<file path="src/rtl/riscv_muldiv.sv">
// riscv_muldiv: iterative RV32M multiply/divide execute unit.
//
// Sits behind the register file read ports; takes rs1/rs2 values, runs a
// 32-cycle radix-2 shift-add multiply or restoring divide on operand
// magnitudes, applies the result sign in DONE and issues one write-back.
//
// Optional build macro: RISCV_FAST_MUL_EN -- when defined, all multiplies
// are resolved by a single-cycle signed multiplier at latch time.
//
// Ports:
//   clk, rst        clock, synchronous active-high reset
//   start           new operation request (sampled only when idle)
//   kill            abort in-flight operation, suppresses done/wb_we
//   funct3          RV32M op select (MUL..REMU)
//   rs1_data/rs2_data  source operands
//   rd_in           destination register index
//   busy            high while not IDLE
//   done            one-cycle result-valid pulse
//   result          result value (held until the next done)
//   wb_addr, wb_we  register file write port (wb_we masked for x0)
module riscv_muldiv #(
  parameter int XLEN = 32,
  parameter int ITER = 32
) (
  input  logic            clk,
  input  logic            rst,
  input  logic            start,
  input  logic            kill,
  input  logic [2:0]      funct3,
  input  logic [XLEN-1:0] rs1_data,
  input  logic [XLEN-1:0] rs2_data,
  input  logic [4:0]      rd_in,
  output logic            busy,
  output logic            done,
  output logic [XLEN-1:0] result,
  output logic [4:0]      wb_addr,
  output logic            wb_we
);

  localparam int CW = $clog2(ITER);
  localparam logic [XLEN-1:0] SMIN = {1'b1, {(XLEN-1){1'b0}}};

  typedef enum logic [1:0] {IDLE, RUN, DONE} state_t;
  state_t state, state_nxt;

  logic [2:0]        op_q;
  logic [4:0]        rd_q;
  logic [XLEN-1:0]   opnd_q;     // multiplicand (mul) or divisor (div)
  logic [2*XLEN-1:0] acc_q;      // mul: {partial, multiplier}; div: {rem, dividend/quotient}
  logic [CW-1:0]     count_q;
  logic              neg_q;      // negate product / quotient
  logic              rneg_q;     // negate remainder
  logic              spec_q;
  logic [XLEN-1:0]   spec_res_q;
  logic [XLEN-1:0]   result_q;
  logic [4:0]        wb_addr_q;

  // ---------------- latch-time decode ----------------
  logic            is_div, a_sgn, b_sgn, a_neg, b_neg;
  logic [XLEN-1:0] a_mag, b_mag;
  logic            div_zero, div_ovf, special, fast_mul, accept;
  logic [XLEN-1:0] spec_val;

  always_comb begin
    is_div   = funct3[2];
    a_sgn    = (funct3 == 3'd1) || (funct3 == 3'd2) || (funct3 == 3'd4) || (funct3 == 3'd6);
    b_sgn    = (funct3 == 3'd1) || (funct3 == 3'd4) || (funct3 == 3'd6);
    a_neg    = a_sgn & rs1_data[XLEN-1];
    b_neg    = b_sgn & rs2_data[XLEN-1];
    a_mag    = a_neg ? -rs1_data : rs1_data;
    b_mag    = b_neg ? -rs2_data : rs2_data;
    div_zero = is_div && (rs2_data == '0);
    // Only the signed ops (DIV/REM, funct3[0]=0) can overflow
    div_ovf  = is_div && !funct3[0] && (rs1_data == SMIN) && (rs2_data == '1);
    special  = div_zero || div_ovf;
    spec_val = '0;
    if (div_zero)     spec_val = funct3[1] ? rs1_data : '1;
    else if (div_ovf) spec_val = funct3[1] ? '0 : SMIN;
    accept   = (state == IDLE) && start && !kill;
  end

`ifdef RISCV_FAST_MUL_EN
  // Sign-extended operands: the low 2*XLEN bits of this product equal the
  // 33x33 signed product for every MUL variant.
  logic signed [2*XLEN-1:0] fm_a, fm_b, fm_p;
  always_comb begin
    fm_a     = {{XLEN{a_sgn & rs1_data[XLEN-1]}}, rs1_data};
    fm_b     = {{XLEN{b_sgn & rs2_data[XLEN-1]}}, rs2_data};
    fm_p     = fm_a * fm_b;
    fast_mul = !is_div;
  end
`else
  always_comb fast_mul = 1'b0;
`endif

  // ---------------- iteration datapath ----------------
  logic [XLEN:0]     mul_sum;
  logic [2*XLEN-1:0] mul_next;
  logic [XLEN:0]     div_hi;
  logic [XLEN-1:0]   div_diff;
  logic              div_ge;
  logic [2*XLEN-1:0] div_next;

  always_comb begin
    // Shift-add: add multiplicand into the upper half when the current
    // multiplier LSB is set, then shift the whole accumulator right.
    mul_sum  = {1'b0, acc_q[2*XLEN-1:XLEN]} + (acc_q[0] ? {1'b0, opnd_q} : '0);
    mul_next = {mul_sum, acc_q[XLEN-1:1]};
    // Restoring divide: shift {rem, dividend} left, trial-subtract divisor.
    div_hi   = acc_q[2*XLEN-1:XLEN-1];
    div_ge   = div_hi >= {1'b0, opnd_q};
    div_diff = div_hi[XLEN-1:0] - opnd_q;
    div_next = div_ge ? {div_diff, acc_q[XLEN-2:0], 1'b1}
                      : {div_hi[XLEN-1:0], acc_q[XLEN-2:0], 1'b0};
  end

  // ---------------- result select / sign fix ----------------
  logic [2*XLEN-1:0] prod_s;
  logic [XLEN-1:0]   quo_s, rem_s, final_val;

  always_comb begin
    prod_s = neg_q  ? -acc_q : acc_q;
    quo_s  = neg_q  ? -acc_q[XLEN-1:0] : acc_q[XLEN-1:0];
    rem_s  = rneg_q ? -acc_q[2*XLEN-1:XLEN] : acc_q[2*XLEN-1:XLEN];
    unique case (op_q)
      3'd0:             final_val = prod_s[XLEN-1:0];
      3'd1, 3'd2, 3'd3: final_val = prod_s[2*XLEN-1:XLEN];
      3'd4, 3'd5:       final_val = quo_s;
      default:          final_val = rem_s;
    endcase
    if (spec_q) final_val = spec_res_q;
  end

  // ---------------- FSM ----------------
  always_ff @(posedge clk) begin
    if (rst) state <= IDLE;
    else     state <= state_nxt;
  end

  always_comb begin
    state_nxt = state;
    unique case (state)
      IDLE: if (accept) state_nxt = (special || fast_mul) ? DONE : RUN;
      RUN: begin
        if (kill)                               state_nxt = IDLE;
        else if (count_q == CW'(ITER - 1))      state_nxt = DONE;
      end
      DONE:    state_nxt = IDLE;
      default: state_nxt = IDLE;
    endcase
  end

  // ---------------- datapath registers ----------------
  always_ff @(posedge clk) begin
    if (rst) begin
      op_q       <= '0;
      rd_q       <= '0;
      opnd_q     <= '0;
      acc_q      <= '0;
      count_q    <= '0;
      neg_q      <= 1'b0;
      rneg_q     <= 1'b0;
      spec_q     <= 1'b0;
      spec_res_q <= '0;
      result_q   <= '0;
      wb_addr_q  <= '0;
    end else begin
      if (accept) begin
        op_q       <= funct3;
        rd_q       <= rd_in;
        opnd_q     <= is_div ? b_mag : a_mag;
        acc_q      <= {{XLEN{1'b0}}, (is_div ? a_mag : b_mag)};
        count_q    <= '0;
        // Non-special divides always have a nonzero divisor here
        neg_q      <= a_neg ^ b_neg;
        rneg_q     <= a_neg;
        spec_q     <= special;
        spec_res_q <= spec_val;
`ifdef RISCV_FAST_MUL_EN
        if (fast_mul) begin
          acc_q <= fm_p;
          neg_q <= 1'b0;
        end
`endif
      end else if (state == RUN && !kill) begin
        count_q <= count_q + 1'b1;
        acc_q   <= op_q[2] ? div_next : mul_next;
      end
      if (state == DONE && !kill) begin
        result_q  <= final_val;
        wb_addr_q <= rd_q;
      end
    end
  end

  // ---------------- outputs ----------------
  always_comb begin
    busy    = (state != IDLE);
    done    = (state == DONE) && !kill && !rst;
    result  = done ? final_val : result_q;
    wb_addr = done ? rd_q : wb_addr_q;
    wb_we   = done && (rd_q != 5'd0);
  end

endmodule

</file>
<file path="config.mk">
export PLATFORM = sky130hd
export DESIGN_NAME = riscv_muldiv
export DESIGN_NICKNAME = d
export VERILOG_FILES = /design/src/rtl/riscv_muldiv.sv
export SDC_FILE = /design/constraint.sdc
export NUM_CORES = 1
export LEC_CHECK = 0
export CAP_MARGIN = 40
export CORE_UTILIZATION = 25
export DETAILED_ROUTE_END_ITERATION = 7
export GPL_ROUTABILITY_DRIVEN = 1
export GPL_TIMING_DRIVEN = 0
export PLACE_DENSITY_LB_ADDON = 0.15
export SYNTH_ARGS = -nofsm -noshare
export SYNTH_HDL_FRONTEND = slang
export SYNTH_SLANG_ARGS = --single-unit
</file>
<file path="constraint.sdc">
create_clock -name clk -period 5.5 [get_ports clk]
set_clock_uncertainty 0.2 [all_clocks]
set_input_delay 1.1 -clock clk [delete_from_list [all_inputs] [get_ports clk]]
set_output_delay 1.1 -clock clk [all_outputs]
set_load 0.1 [all_outputs]
</file>
==> tab_implementation.tex <==
\begin{tabular}{lr}
\hline
Metric & Value \\
\hline
\multicolumn{2}{l}{\textbf{Status}} \\
Outcome & finished with violations \\
Violations in the final reports & negative setup slack \\
\multicolumn{2}{l}{\textbf{Clock network}} \\
Hold-fix buffer count after cts & 0 \\
Clock Latency Late Sink & between 500 and 600 ps \\
Number of sinks handled by clock tree synthesis & about 180 \\
Clock root buffer & sky130\_fd\_sc\_hd\_\_clkbuf\_16 \\
CTS Buf Count & 17 \\
Number of buffers on the longest clock path & 2 \\
CTS clock-pin slew for the worst setup and hold paths & approximately 80 ps \\
CTS tree & yes \\
Number of H-tree levels & 4 \\
\multicolumn{2}{l}{\textbf{Routing}} \\
Remaining antenna violation count after routing & 0 \\
Violation count after the first detailed-routing iteration & between 1500 and 2000 \\
Routed Wire Length & just over 80000 um \\
Detail-routed net length per standard cell & 24.47 um \\
Number of vias per cell after detailed routing & approximately 5.4 \\
Residual DRC count & 0 \\
Via count & 18040 \\
Total iterations of the first detailed-routing run & 6 \\
\multicolumn{2}{l}{\textbf{Final layout}} \\
Post-layout nets & around 2600 \\
Ratio of cells with drive above 1 in the final layout & 0.1051 \\
Commonest non-fill, non-tap cell in the layout & sky130\_fd\_sc\_hd\_\_nand2\_1 \\
Top library cells by usage in the layout, fill and taps aside & sky130\_fd\_sc\_hd\_\_nand2\_1, sky130\_fd\_sc\_hd\_\_a21oi\_1, sky130\_fd\_sc\_hd\_\_nor2\_1, sky130\_fd\_sc\_hd\_\_dfxtp\_1, sky130\_fd\_sc\_hd\_\_o21ai\_0 \\
Post-synthesis to final-layout area growth & 26.73\% \\
Diodes inserted & 0 \\
\multicolumn{2}{l}{\textbf{STA}} \\
Number of slew-limit violations in the final report & 0 \\
Time the final worst path needs with I/O delays and setup & 5538 ps \\
Fin crit share & 1.007 \\
Transition time at the pin with the least slew margin & between 800 and 900 ps \\
RSZ-0062 raised after global routing & yes \\
Post-route setup slack & -38.30 ps \\
Final Hold Fails & 0 \\
Hold Slack & between 200 and 250 ps \\
Highest clock rate & 180.6 MHz \\
Count of endpoints failing setup in the final report & 3 \\
Slew margin rel. & 0.4012 \\
Final total negative setup slack & -79.49 ps \\
\multicolumn{2}{l}{\textbf{Setup path}} \\
Critical path fanouts, max & 8 \\
Category of the most critical setup path & flip-flop to output port \\
Crit. End Element & output port \\
Arrival time of the worst setup path & around 4200 ps \\
Required time of the worst setup path & approximately 4200 ps \\
Startpoint types & flip-flop \\
\multicolumn{2}{l}{\textbf{Place}} \\
Buffers on Ports & roughly 120 \\
Routability congestion estimate & about 0.98 \\
Placed wire-length estimate after detailed placement & between 60000 and 70000 um \\
\multicolumn{2}{l}{\textbf{Synthesis}} \\
Share of synthesized area spent on multiplexers & 0.04236 \\
Mapped Area & about 16000 um2 \\
Count of distinct cell types in the synthesized netlist & 84 \\
Simple-gate share of the synthesized area & 0.2270 \\
Flops \& latches, synth & 183 \\
Post-synthesis net count & about 2400 \\
EDFF count, synth & 0 \\
Synth Area in XOR/XNOR & 0.09812 \\
Sequential fraction of the synthesis area & 0.2255 \\
Main combinational cell family by area after synthesis & compound AO/OA/AOI/OAI gates \\
Async set or reset register ratio after synthesis & 0 \\
Synthesized instance count & 2278 \\
Share of the synthesized area in compound gates (AO/OA/AOI/OAI) & 0.2923 \\
Mean area per synthesized cell & 7.132 um2 \\
Primary FF master, synth & sky130\_fd\_sc\_hd\_\_dfxtp\_1 \\
Fraction of the mapped netlist area in adder cells & 0.05715 \\
Number of warnings issued by yosys & 0 \\
\multicolumn{2}{l}{\textbf{Global route}} \\
First-pass GRT wire length & $\sim$120000 um \\
Number of global-route vias before repair & $\sim$17000 \\
Initial antenna violation count & 2 \\
Global-route usage over all layers & 0.2432 \\
Maximum number of pins on one net before global-route repair & 20 \\
Overflow left after global routing & 0 \\
\multicolumn{2}{l}{\textbf{Floorplanning}} \\
Area of the placeable core & 64350 um2 \\
Die outline height & roughly 260 um \\
I/O pin cnt & around 120 \\
Die Wd & between 200 and 300 um \\
\# rows & slightly above 90 \\
Starting utilization of the core area & 0.2525 \\
Area of the die & around 66000 um2 \\
\multicolumn{2}{l}{\textbf{Power and ir drop}} \\
Power per Cell Area & 219.1 nW/um2 \\
Leakage & approximately 8.0 nW \\
IR Drop Worst-Case VDD & 0.2482 mV \\
\multicolumn{2}{l}{\textbf{Job}} \\
Max-cap violation count & 0 \\
\multicolumn{2}{l}{\textbf{Hold path}} \\
Class of the worst hold path & flip-flop to flip-flop \\
\hline
\end{tabular}
[sequential cells by signal (all words and copies together) (netlist names), 3 cells and up]
register / flops
acc_q: 64
count_q: 5
op_q: 3
opnd_q: 32
rd_q: 5
result_q: 32
spec_res_q: 32
wb_addr_q: 5
[cells in the mapped netlist (22+ instances only)]
library cell,instances,area share
sky130_fd_sc_hd__o211ai_1,65,0.030
sky130_fd_sc_hd__o22ai_1,22,0.0085
sky130_fd_sc_hd__nor2_1,186,0.043
sky130_fd_sc_hd__nand2_1,332,0.077
sky130_fd_sc_hd__ha_1,71,0.055
sky130_fd_sc_hd__nand4_1,23,0.0089
sky130_fd_sc_hd__xor2_1,82,0.044
sky130_fd_sc_hd__dfxtp_1,183,0.23
sky130_fd_sc_hd__a21oi_1,194,0.060
sky130_fd_sc_hd__xnor2_1,100,0.054
sky130_fd_sc_hd__nor2b_1,42,0.016
sky130_fd_sc_hd__clkbuf_1,144,0.033
sky130_fd_sc_hd__o31ai_1,36,0.017
sky130_fd_sc_hd__nand3_1,39,0.012
sky130_fd_sc_hd__a21o_1,54,0.025
sky130_fd_sc_hd__nor4_1,23,0.0089
sky130_fd_sc_hd__inv_1,71,0.016
sky130_fd_sc_hd__nor3_1,43,0.013
sky130_fd_sc_hd__o21ai_0,189,0.058
sky130_fd_sc_hd__mux2i_1,53,0.033
sky130_fd_sc_hd__a211oi_1,45,0.021
[through the flow]
stage                       util  worst slack, ps  instance area, um2  total power (W)  cells
after floorplan                -            389.9               16250         0.002417   2278
after global placement    0.2871           -824.6               18470         0.003001   3248
after detailed placement  0.2993           -476.8               19260         0.003006   3300
after CTS                 0.3154           -62.35               20290         0.004466   3349
after global routing      0.3200           -219.6               20590         0.004689   3348
final                     0.3200           -38.30               20590         0.004511   3348
[metal layers]
metal,global-route usage,up-vias,share of wire
met5,0,-,0
met4,0.07688,0,0.028
met3,0.03467,91,0.055
met2,0.3964,592,0.46
met1,0.3287,8761,0.46
li1,-,8596,-
[final cells by class]
type,count,area [um2]
Fill cell,6912,43760
Multi-Input combinational cell,1855,12060
Sequential cell,183,3679
Timing Repair Buffer,192,2198
Tap cell,855,1070
Buffer,158,668.1
Clock buffer,17,425.4
Inverter,73,281.5
Clock inverter,15,203.9
[worst max-delay path: stages (launching register included)]
cell and delay [ps]:
sky130_fd_sc_hd__dfxtp_1 310, sky130_fd_sc_hd__buf_6 130, sky130_fd_sc_hd__or4_4 560, sky130_fd_sc_hd__nor4b_4 330
sky130_fd_sc_hd__buf_4 180, sky130_fd_sc_hd__nand4_4 170, sky130_fd_sc_hd__o21ai_2 210, sky130_fd_sc_hd__xnor2_1 90
sky130_fd_sc_hd__a222oi_1 620, sky130_fd_sc_hd__o21ai_1 120, sky130_fd_sc_hd__and2_1 190, sky130_fd_sc_hd__a21o_1 160
sky130_fd_sc_hd__clkdlybuf4s50_1 450, sky130_fd_sc_hd__buf_8 180
[logic make-up (layout without fill, tap and decap cells)]
family                   Yosys count  in the layout
multiplexers                      67             67
adder cells (fa/ha/maj)           73             73
buffers and inverters            240            455
flip-flops                       183            183
AO/OA/AOI/OAI                    746            746
XOR/XNOR                         182            182
AND/OR/NAND/NOR                  787            787
[where the power goes]
part / switching, W / leakage, nW / internal, W
sequential: 0.0000740 / 1.49 / 0.00137
clock: 0.000689 / 0.312 / 0.000699
combinational: 0.00107 / 6.19 / 0.000607
[path summary, 6_finish.rpt]
| path | start | end | slack, ps | depth (start not counted) |
|---|---|---|---|---|
| worst min-delay path | result_q[13] | result_q[13] | 240 | 2 |
| worst max register to register | acc_q[0] | acc_q[62] | 580 | 15 |
| worst min register to register | result_q[13] | result_q[13] | 240 | 2 |
| worst max-delay path | acc_q[11] | result[3] | -40 | 13 |
[what timing repair did]
item                       CTS  global route
setup endpoints to repair   37            34
pin swaps                   21            26
resized for setup           66            91
setup buffers               26             6
(Power assumes the default switching activity.)
